--- src/rtl/vector_alu_pipe.sv ---
// vector_alu_pipe: two-stage pipelined SIMD ALU.
// One opcode is applied across LANES independent WIDTH-bit two's complement
// lanes. Stage 1 registers the operand beat, stage 2 computes and registers
// the per-lane result and flags. Both ends use valid/ready with full
// backpressure; out_ready feeds in_ready combinationally for 1 beat/cycle.
// Optional build macro VALU_SAT_EN: ADD and SUB saturate per lane on signed
// overflow instead of wrapping (overflow flag behaviour is unchanged).
module vector_alu_pipe #(
  parameter int WIDTH = 8,
  parameter int LANES = 4
) (
  input  logic                   clk,
  input  logic                   rst_n,
  input  logic                   in_valid,
  output logic                   in_ready,
  input  logic [5:0]             op,
  input  logic [LANES*WIDTH-1:0] a,
  input  logic [LANES*WIDTH-1:0] b,
  output logic                   out_valid,
  input  logic                   out_ready,
  output logic [LANES*WIDTH-1:0] result,
  output logic [LANES-1:0]       zero,
  output logic [LANES-1:0]       overflow,
  output logic                   illegal
);

  typedef enum logic [5:0] {
    OP_ADD = 6'b000000,
    OP_SUB = 6'b000001,
    OP_MUL = 6'b000010,
    OP_AND = 6'b000100,
    OP_OR  = 6'b000101,
    OP_XOR = 6'b000110,
    OP_SHL = 6'b001000,
    OP_SHR = 6'b001001,
    OP_SLT = 6'b001010,
    OP_SEQ = 6'b001011
  } op_e;

  typedef struct packed {
    logic [WIDTH-1:0] res;
    logic             ovf;
  } lane_t;

  localparam logic [WIDTH-1:0] LP_SMAX  = {1'b0, {(WIDTH-1){1'b1}}};
  localparam logic [WIDTH-1:0] LP_SMIN  = {1'b1, {(WIDTH-1){1'b0}}};
  localparam logic [WIDTH-1:0] LP_WIDTH = WIDTH'(WIDTH);
  localparam logic [WIDTH-1:0] LP_ONE   = WIDTH'(1);

  // Defined opcodes; everything else is flagged illegal.
  function automatic logic is_legal(input logic [5:0] f_op);
    case (f_op)
      OP_ADD, OP_SUB, OP_MUL, OP_AND, OP_OR, OP_XOR,
      OP_SHL, OP_SHR, OP_SLT, OP_SEQ: is_legal = 1'b1;
      default:                        is_legal = 1'b0;
    endcase
  endfunction

  // Single-lane datapath: result plus signed-overflow flag.
  function automatic lane_t lane_op(input logic [5:0]       f_op,
                                    input logic [WIDTH-1:0] f_a,
                                    input logic [WIDTH-1:0] f_b);
    logic [WIDTH-1:0]   sum;
    logic [WIDTH-1:0]   diff;
    logic [2*WIDTH-1:0] prod;
    logic               ovf_add;
    logic               ovf_sub;
    logic               mul_fits;
    lane_t              r;
    sum      = f_a + f_b;
    diff     = f_a - f_b;
    // Sign-extended to 2*WIDTH so the low 2*WIDTH bits are the signed product.
    prod     = {{WIDTH{f_a[WIDTH-1]}}, f_a} * {{WIDTH{f_b[WIDTH-1]}}, f_b};
    ovf_add  = (f_a[WIDTH-1] == f_b[WIDTH-1]) && (sum[WIDTH-1] != f_a[WIDTH-1]);
    ovf_sub  = (f_a[WIDTH-1] != f_b[WIDTH-1]) && (diff[WIDTH-1] != f_a[WIDTH-1]);
    // Product fits when the top WIDTH+1 bits are all copies of the sign.
    mul_fits = (&prod[2*WIDTH-1:WIDTH-1]) || !(|prod[2*WIDTH-1:WIDTH-1]);
    r = '0;
    case (f_op)
      OP_ADD: begin
        r.res = sum;
        r.ovf = ovf_add;
`ifdef VALU_SAT_EN
        // Overflow direction follows the sign of a (both operands share it).
        if (ovf_add) r.res = f_a[WIDTH-1] ? LP_SMIN : LP_SMAX;
`endif
      end
      OP_SUB: begin
        r.res = diff;
        r.ovf = ovf_sub;
`ifdef VALU_SAT_EN
        // Positive a minus negative b can only overflow upward, and vice versa.
        if (ovf_sub) r.res = f_a[WIDTH-1] ? LP_SMIN : LP_SMAX;
`endif
      end
      OP_MUL: begin
        r.res = prod[WIDTH-1:0];
        r.ovf = !mul_fits;
      end
      OP_AND: r.res = f_a & f_b;
      OP_OR:  r.res = f_a | f_b;
      OP_XOR: r.res = f_a ^ f_b;
      OP_SHL: r.res = (f_b >= LP_WIDTH) ? '0 : (f_a << f_b);
      OP_SHR: r.res = (f_b >= LP_WIDTH) ? '0 : (f_a >> f_b);
      OP_SLT: r.res = ($signed(f_a) < $signed(f_b)) ? LP_ONE : '0;
      OP_SEQ: r.res = (f_a == f_b) ? LP_ONE : '0;
      default: r = '0;
    endcase
    return r;
  endfunction

  // Stage-1 (operand) registers
  logic                   r_s1_valid;
  logic [5:0]             r_s1_op;
  logic [LANES*WIDTH-1:0] r_s1_a;
  logic [LANES*WIDTH-1:0] r_s1_b;

  // Stage-2 (result) registers
  logic                   r_out_valid;
  logic [LANES*WIDTH-1:0] r_result;
  logic [LANES-1:0]       r_zero;
  logic [LANES-1:0]       r_overflow;
  logic                   r_illegal;

  // Combinational compute of stage-1 contents
  logic [LANES*WIDTH-1:0] w_res;
  logic [LANES-1:0]       w_zero;
  logic [LANES-1:0]       w_ovf;
  logic                   w_illegal;
  logic                   w_s2_load;
  logic                   w_in_fire;

  // Stage 2 takes a new beat whenever it is empty or being drained this cycle.
  assign w_s2_load = !r_out_valid || out_ready;
  assign in_ready  = !r_s1_valid || w_s2_load;
  assign w_in_fire = in_valid && in_ready;

  assign out_valid = r_out_valid;
  assign result    = r_result;
  assign zero      = r_zero;
  assign overflow  = r_overflow;
  assign illegal   = r_illegal;

  // Per-lane compute on the stage-1 beat; zero derives from the final lane value.
  always_comb begin
    // NOTE: every output of this block gets a default first so no path leaves
    // a variable unassigned, which would otherwise infer a latch.
    w_res     = '0;
    w_zero    = '0;
    w_ovf     = '0;
    w_illegal = !is_legal(r_s1_op);
    for (int i = 0; i < LANES; i++) begin
      {w_res[i*WIDTH +: WIDTH], w_ovf[i]} =
        lane_op(r_s1_op, r_s1_a[i*WIDTH +: WIDTH], r_s1_b[i*WIDTH +: WIDTH]);
      w_zero[i] = (w_res[i*WIDTH +: WIDTH] == '0);
    end
  end

  // Stage 1: capture an accepted beat; drop valid when it moves on with nothing behind.
  always_ff @(posedge clk or negedge rst_n) begin
    // NOTE: sequential state uses non-blocking assignments so every register
    // samples pre-edge values regardless of block ordering.
    if (!rst_n) begin
      // NOTE: data registers are reset as well as valids, so outputs read 0
      // after reset and no X leaks into the compute path.
      r_s1_valid <= 1'b0;
      r_s1_op    <= '0;
      r_s1_a     <= '0;
      r_s1_b     <= '0;
    end else begin
      if (in_ready) r_s1_valid <= in_valid;
      if (w_in_fire) begin
        r_s1_op <= op;
        r_s1_a  <= a;
        r_s1_b  <= b;
      end
    end
  end

  // Stage 2: register result and flags; hold everything while stalled.
  always_ff @(posedge clk or negedge rst_n) begin
    if (!rst_n) begin
      r_out_valid <= 1'b0;
      r_result    <= '0;
      r_zero      <= '0;
      r_overflow  <= '0;
      r_illegal   <= 1'b0;
    end else if (w_s2_load) begin
      r_out_valid <= r_s1_valid;
      if (r_s1_valid) begin
        r_result   <= w_res;
        r_zero     <= w_zero;
        r_overflow <= w_ovf;
        r_illegal  <= w_illegal;
      end
    end
  end

endmodule

--- config.mk ---
export PLATFORM = sky130hd
export DESIGN_NAME = vector_alu_pipe
export DESIGN_NICKNAME = d
export VERILOG_FILES = /design/src/rtl/vector_alu_pipe.sv
export SDC_FILE = /design/constraint.sdc
export NUM_CORES = 1
export LEC_CHECK = 0
export BUFFER_PORTS_ARGS = -buffer_cell sky130_fd_sc_hd__buf_4
export CAP_MARGIN = 20
export CORE_MARGIN = 3
export CORE_UTILIZATION = 55
export DETAILED_ROUTE_END_ITERATION = 12
export GPL_TIMING_DRIVEN = 0
export HOLD_SLACK_MARGIN = 0.02
export PLACE_DENSITY = 0.73
export SLEW_MARGIN = 20
export SYNTH_ARGS = -nofsm -noshare
export SYNTH_HDL_FRONTEND = slang
export SYNTH_SLANG_ARGS = --single-unit
export TNS_END_PERCENT = 30
--- constraint.sdc ---
create_clock -name clk -period 8.87 [get_ports clk]
set_input_delay 2.2175 -clock clk [delete_from_list [all_inputs] [get_ports clk]]
set_output_delay 2.2175 -clock clk [all_outputs]
set_load 0.01 [all_outputs]
# Yosys cells after proc, flatten, opt, wreduce, memory -nomap -nowiden
# Memory sizes are Yosys's and may differ from the RTL's.
# Index checks and enable logic that the tools add are counted.
classes:
  n_addsub: 8
  n_mul: 4
  div: 0
  n_lt_le_gt_ge: 8
  n_eq_ne: 29
  shifts: 8
  mux: 25
  bitwise_logic: 12
  reduce_logical: 41
op_table:
  columns: ["cell", "n"]
  rows:
  - ["one-hot mux 8 bit (10 select lines)", 4]
  - ["multiplier 8 x 8 -> 16 bit", 4]
  - ["2-to-1 mux 8 bit", 8]
  - ["AND reduction 9 bit", 4]
  - ["OR reduction 9 bit", 4]
  - ["adder 8 bit", 4]
  - ["bitwise AND 8 bit", 4]
  - ["equality test 8 bit", 4]
  - [">= comparator 8 x 4 -> 1 bit (second input constant)", 4]
  - ["logical NOT 8 bit", 4]
  - ["< comparator 8 bit", 4]
  - ["OR 8 bit", 4]
  - ["<< shifter 8 x 8 -> 8 bit", 4]
  - [">> shifter 8 x 8 -> 8 bit", 4]
  - ["subtractor 8 bit", 4]
  - ["XOR 8 bit", 4]
  - ["equality test 6 x 4 -> 1 bit (second input constant)", 4]
  - ["equality test 6 x 3 -> 1 bit (second input constant)", 3]
  - ["!= test 1 bit", 12]
  - ["one-hot mux 1 bit (3 select lines)", 4]
  - ["logical NOT 1 bit", 11]
  - ["logical AND 1 bit", 9]
  - ["2-to-1 mux 1 bit", 9]
  - ["equality test 6 x 1 -> 1 bit (second input constant)", 1]
  - ["other kinds (6)", 14]
totals:
  reg_bits: 113
  latch_bits: 0
  ramBits: 0
  romBits: 16
  inputBits: 74
  out_inout_bits: 43
  wordCells: 145
  n_memories: 1
memory_table:
  columns: ["memory", "depth", "width", "read_ports", "rd_clocked_by_memory_dff", "write_ports", "line_no", "source"]
  rows:
  - ["(name not given)", 16, 1, 1, 0, 0, "52", "case (f_op)"]

# Logic depth before layout (Yosys ltp)
logic_depth:
  depth_word: 6
  depth_mapped: 21
  mapped_depth_nobuf: 19

# Worst setup path after synthesis
# No wires, ideal clock.
synth_path:
  kind: "reg-to-reg"
  from: "reg r_s1_b[9]"
  to: "reg r_overflow[1] (netlist: overflow[1])"
  setup_time_ps: 124
  arrival_time_ps: 5101
  t_required_ps: 8746
  slack_ps: 3645
  stages_incl_launch_ff: 18
  n_path_buf: 3
  synth_period_minus_slack_ps: 5225
  cell_sequence: "dfrtp_1 -> buf_2 -> buf_1 -> buf_1 -> nand2_1 -> fa_1 -> fa_1 -> fa_1 -> fa_1 -> inv_1 -> ha_1 -> o2111a_1 -> or4_1 -> a221oi_1 -> o2111ai_1 -> nor4_1 -> a2111oi_0 -> a211o_1"
synth_between:
  elab_chain_len: 6
  word_cells_on_any_way: 13
  cone_classes: "add/sub: 2; mul: 1; eq/ne: 2; mux: 1; reduce/logical: 7"
synth_lines:
  columns: ["element", "line_no", "source"]
  rows:
  - ["from (decl)", "116", "logic [LANES*WIDTH-1:0] r_s1_b;"]
  - ["from (signal assigned)", "169", "r_s1_b <= '0;"]
  - ["from (signal assigned)", "175", "r_s1_b <= b;"]
  - ["multiplier 8 x 8 -> 16 bit", "73", "prod = {{WIDTH{f_a[WIDTH-1]}}, f_a} * {{WIDTH{f_b[WIDTH-1]}}, f_b};"]
  - ["OR reduction 9 bit", "77", "mul_fits = (&prod[2*WIDTH-1:WIDTH-1]) || !(|prod[2*WIDTH-1:WIDTH-1]);"]
  - ["logical NOT 1 bit", "77", null]
  - ["logical OR 1 bit", "77", null]
  - ["logical NOT 1 bit", "98", "r.ovf = !mul_fits;"]
  - ["one-hot mux 1 bit (3 select lines) (*)", "79", "case (f_op)"]
  - ["to (signal assigned)", "193", "r_overflow <= w_ovf;"]
  - ["to (decl)", "122", "logic [LANES-1:0] r_overflow;"]
# Every way passes the cells marked *; elsewhere a longest branch is shown, timed or not.
# A chain may end at the register's enable or synchronous reset.

# Worst setup path after layout
# Same ends and word-level chain as after synthesis.

==> metrics.cfg <==
[sta]
worstMarginPinSlew_ps = 1070
slew_viol_final = 0
fin_crit_ps = 6190
min_period_over_period = 0.698
finalSetupViolations = 0
rsz0062_at_grt = false
fin_tns_setup_ps = 0
slew_headroom = 0.267
fmax_mhz = 161
skew_ps = 13.1
final-hold-violation-count = 0

[setup_path]
crit_path_end_kind = flop
crit_type = flop to flop
cp_top_family = adder cells
path_buf_inv = 4
crit_top_cell = fa_1
cp-start-kind = flop
critical_path.cell_chain = buf_2 > buf_1 > buf_1 > nand2_1 > fa_1 > fa_1 > fa_1 > fa_1 > inv_1 > ha_1 > nand3_1 > o2111ai_1 > a31o_2 > o41a_1 > xnor2_1 > nor4_1 > a2111oi_0 > a211o_1
cp_slowest_cell = a2111oi_0
cpPeakStageDelay_ps = 650
worst_ep_required_time_ps = 9270
r2r_slack_ps = 2680
worstPathArrival_ps = 6590
path_max_fanout = 10

[global_route]
grt.total_usage = 0.342
grt_pass1_wl_um = 103000
first_global_vias = 18530
grt_start_max_net_pins = 60
antenna_found_initial = 0
grt-ovfl-total = 0

[yosys]
seq_area_frac_synth = 0.139
syn_area_per_cell_sq_um = 8.64
syn_inst = 2347
synth-edff-count = 0
synth_flop_cell = dfrtp_1
async_flop_share = 1.00
yosys_register_bits = 113
synth.cell_area_sq_um = 20300
syn_nets = 2865
synth_cell_type_count = 82
yosysWarnings = 0

[final_layout]
syn2layout_area_growth_pct = 10.4
fin_nets = 3001
antenna_cells = 0
layout.cells.non_filler = 2957
drive_gt1_frac = 0.123
layout_commonest_cell = inv_1
mostFrequentLayoutCells = 393 x inv_1, 265 x nand2_1, 228 x fa_1, 216 x ha_1, 161 x nor2_1
nFillCells = 3120
final_util = 0.623

[route]
drt_pre_antenna_iters = 6
final_antenna_net_count = 0
avgViaCountPerCell = 6.24
post-route-drc-count = 0
wl_per_cell_um = 22.4
vias = 18460
dr.first_iter.drc_count = 1861
wl_um = 66100

[placement]
dp_cells = 2925
post-dp-hpwl_um = 53000
io_buffers = 116
routabilityCongestion = 1.02

[die]
fp.dieH_um = 198
row_count = 69
ios = 117
coreArea_sq_um = 35900
dieArea_sq_um = 39200
start_util = 0.564
die_w_um = 198

[clock_tree]
clkLatencyLatePin_ps = 470
cts.clk_slew.worst_paths_ps = 60
cts_resized = 0
cts_setup_buffers = 0
numCtsBuffers = 17
cts_hold_buf = 0
cts.path.max_buffers = 2
htree_levels = 4
numClockSinks = 113
clock-root-buffer = clkbuf_16
cts_tree = built

[outcome]
outcome = finished clean

[power]
static-leakage-power_uw = 0.0105
p_total_uw = 10200
p_per_area_nw_per_um2 = 454
ir_drop_mv = 0.724

[flow_run]
maxCapViolCount = 0

[hold_path]
hold_class = flop to flop

-- through the flow --
| stage | instance area (sq um) | setup WS [ps] | hold WS [ps] |
|---|---|---|---|
| 2_1_floorplan | 20300 | 3640 | 471 |
| 3_3_place_gp | 21700 | 2820 | 463 |
| 3_5_place_dp | 21800 | 2770 | 468 |
| 4_1_cts | 22400 | 2720 | 483 |
| 5_1_grt | 22400 | 2390 | 502 |
| 6_report | 22400 | 2680 | 478 |
-- kinds of logic after synthesis --
kind of cell,Yosys count,share of synthesized area
simple gates,627,0.142
buf+inv,522,0.0986
compound gates,456,0.154
fa+ha+maj,444,0.358
mux,117,0.0781
flops,113,0.139
xor+xnor,68,0.0294
-- power breakdown --
| group | internal [uW] | switching [uW] |
|---|---|---|
| sequential | 609 | 113 |
| combinational | 3650 | 5020 |
| clock | 450 | 301 |
| total | 4710 | 5440 |
-- state kept, by name, summed over array words and instances, names as in the netlist --
| name | count |
|---|---|
| r_s1_op | 6 |
| overflow | 4 |
| out_valid | 1 |
| result | 32 |
| zero | 4 |
| illegal | 1 |
| r_s1_a | 32 |
| r_s1_b | 32 |
| r_s1_valid | 1 |
-- routing by layer --
metal	global-route usage	vias up	wire [um]
li1	-	8188	-
met1	0.476	9006	27600
met2	0.536	1094	29400
met3	0.0715	172	6520
met4	0.120	0	2550
met5	0	-	0
-- worst register-to-register path: stages, from the launching register on --
cell	delay (ps)
dfrtp_1	470
buf_2	280
buf_1	370
buf_1	430
nand2_1	130
fa_1	550
fa_1	450
fa_1	510
fa_1	490
inv_1	40
ha_1	330
nand3_1	140
o2111ai_1	160
a31o_2	300
o41a_1	320
xnor2_1	230
nor4_1	90
a2111oi_0	650
a211o_1	190
-- synth_stat cells, drive strengths merged, types with 33 or more instances --
library cell,number,share of area
xnor2,52,0.022
nor3,34,0.0098
a21oi,103,0.025
dfrtp,113,0.14
o21ai,91,0.022
nand3,33,0.0081
nand2,265,0.049
mux2,79,0.044
inv,396,0.073
ha,216,0.13
nor2,164,0.031
fa,228,0.23
clkbuf,84,0.016
buf,39,0.0091
-- cell type report --
cell class	count	area, sq um	area share
buffer	123	500	0.0224
clock buffer	17	425	0.0190
clock inverter	15	196	0.00878
inverter	399	1500	0.0669
multi-input combinational	1712	15500	0.690
sequential	113	2830	0.126
tap	461	577	0.0258
timing repair buffer	117	902	0.0403
-- final timing paths --
path | startpoint | to | depth (start not counted)
max reg2reg | r_s1_b[9] | overflow[1] | 18
min reg2reg | result[26] | result[26] | 2
min | result[26] | result[26] | 2
max in group asynchronous | rst_n | overflow[1] | 2
max | r_s1_b[9] | overflow[1] | 18
min in group asynchronous | rst_n | result[24] | 1
Note: power is estimated with default switching activity, not from simulation.
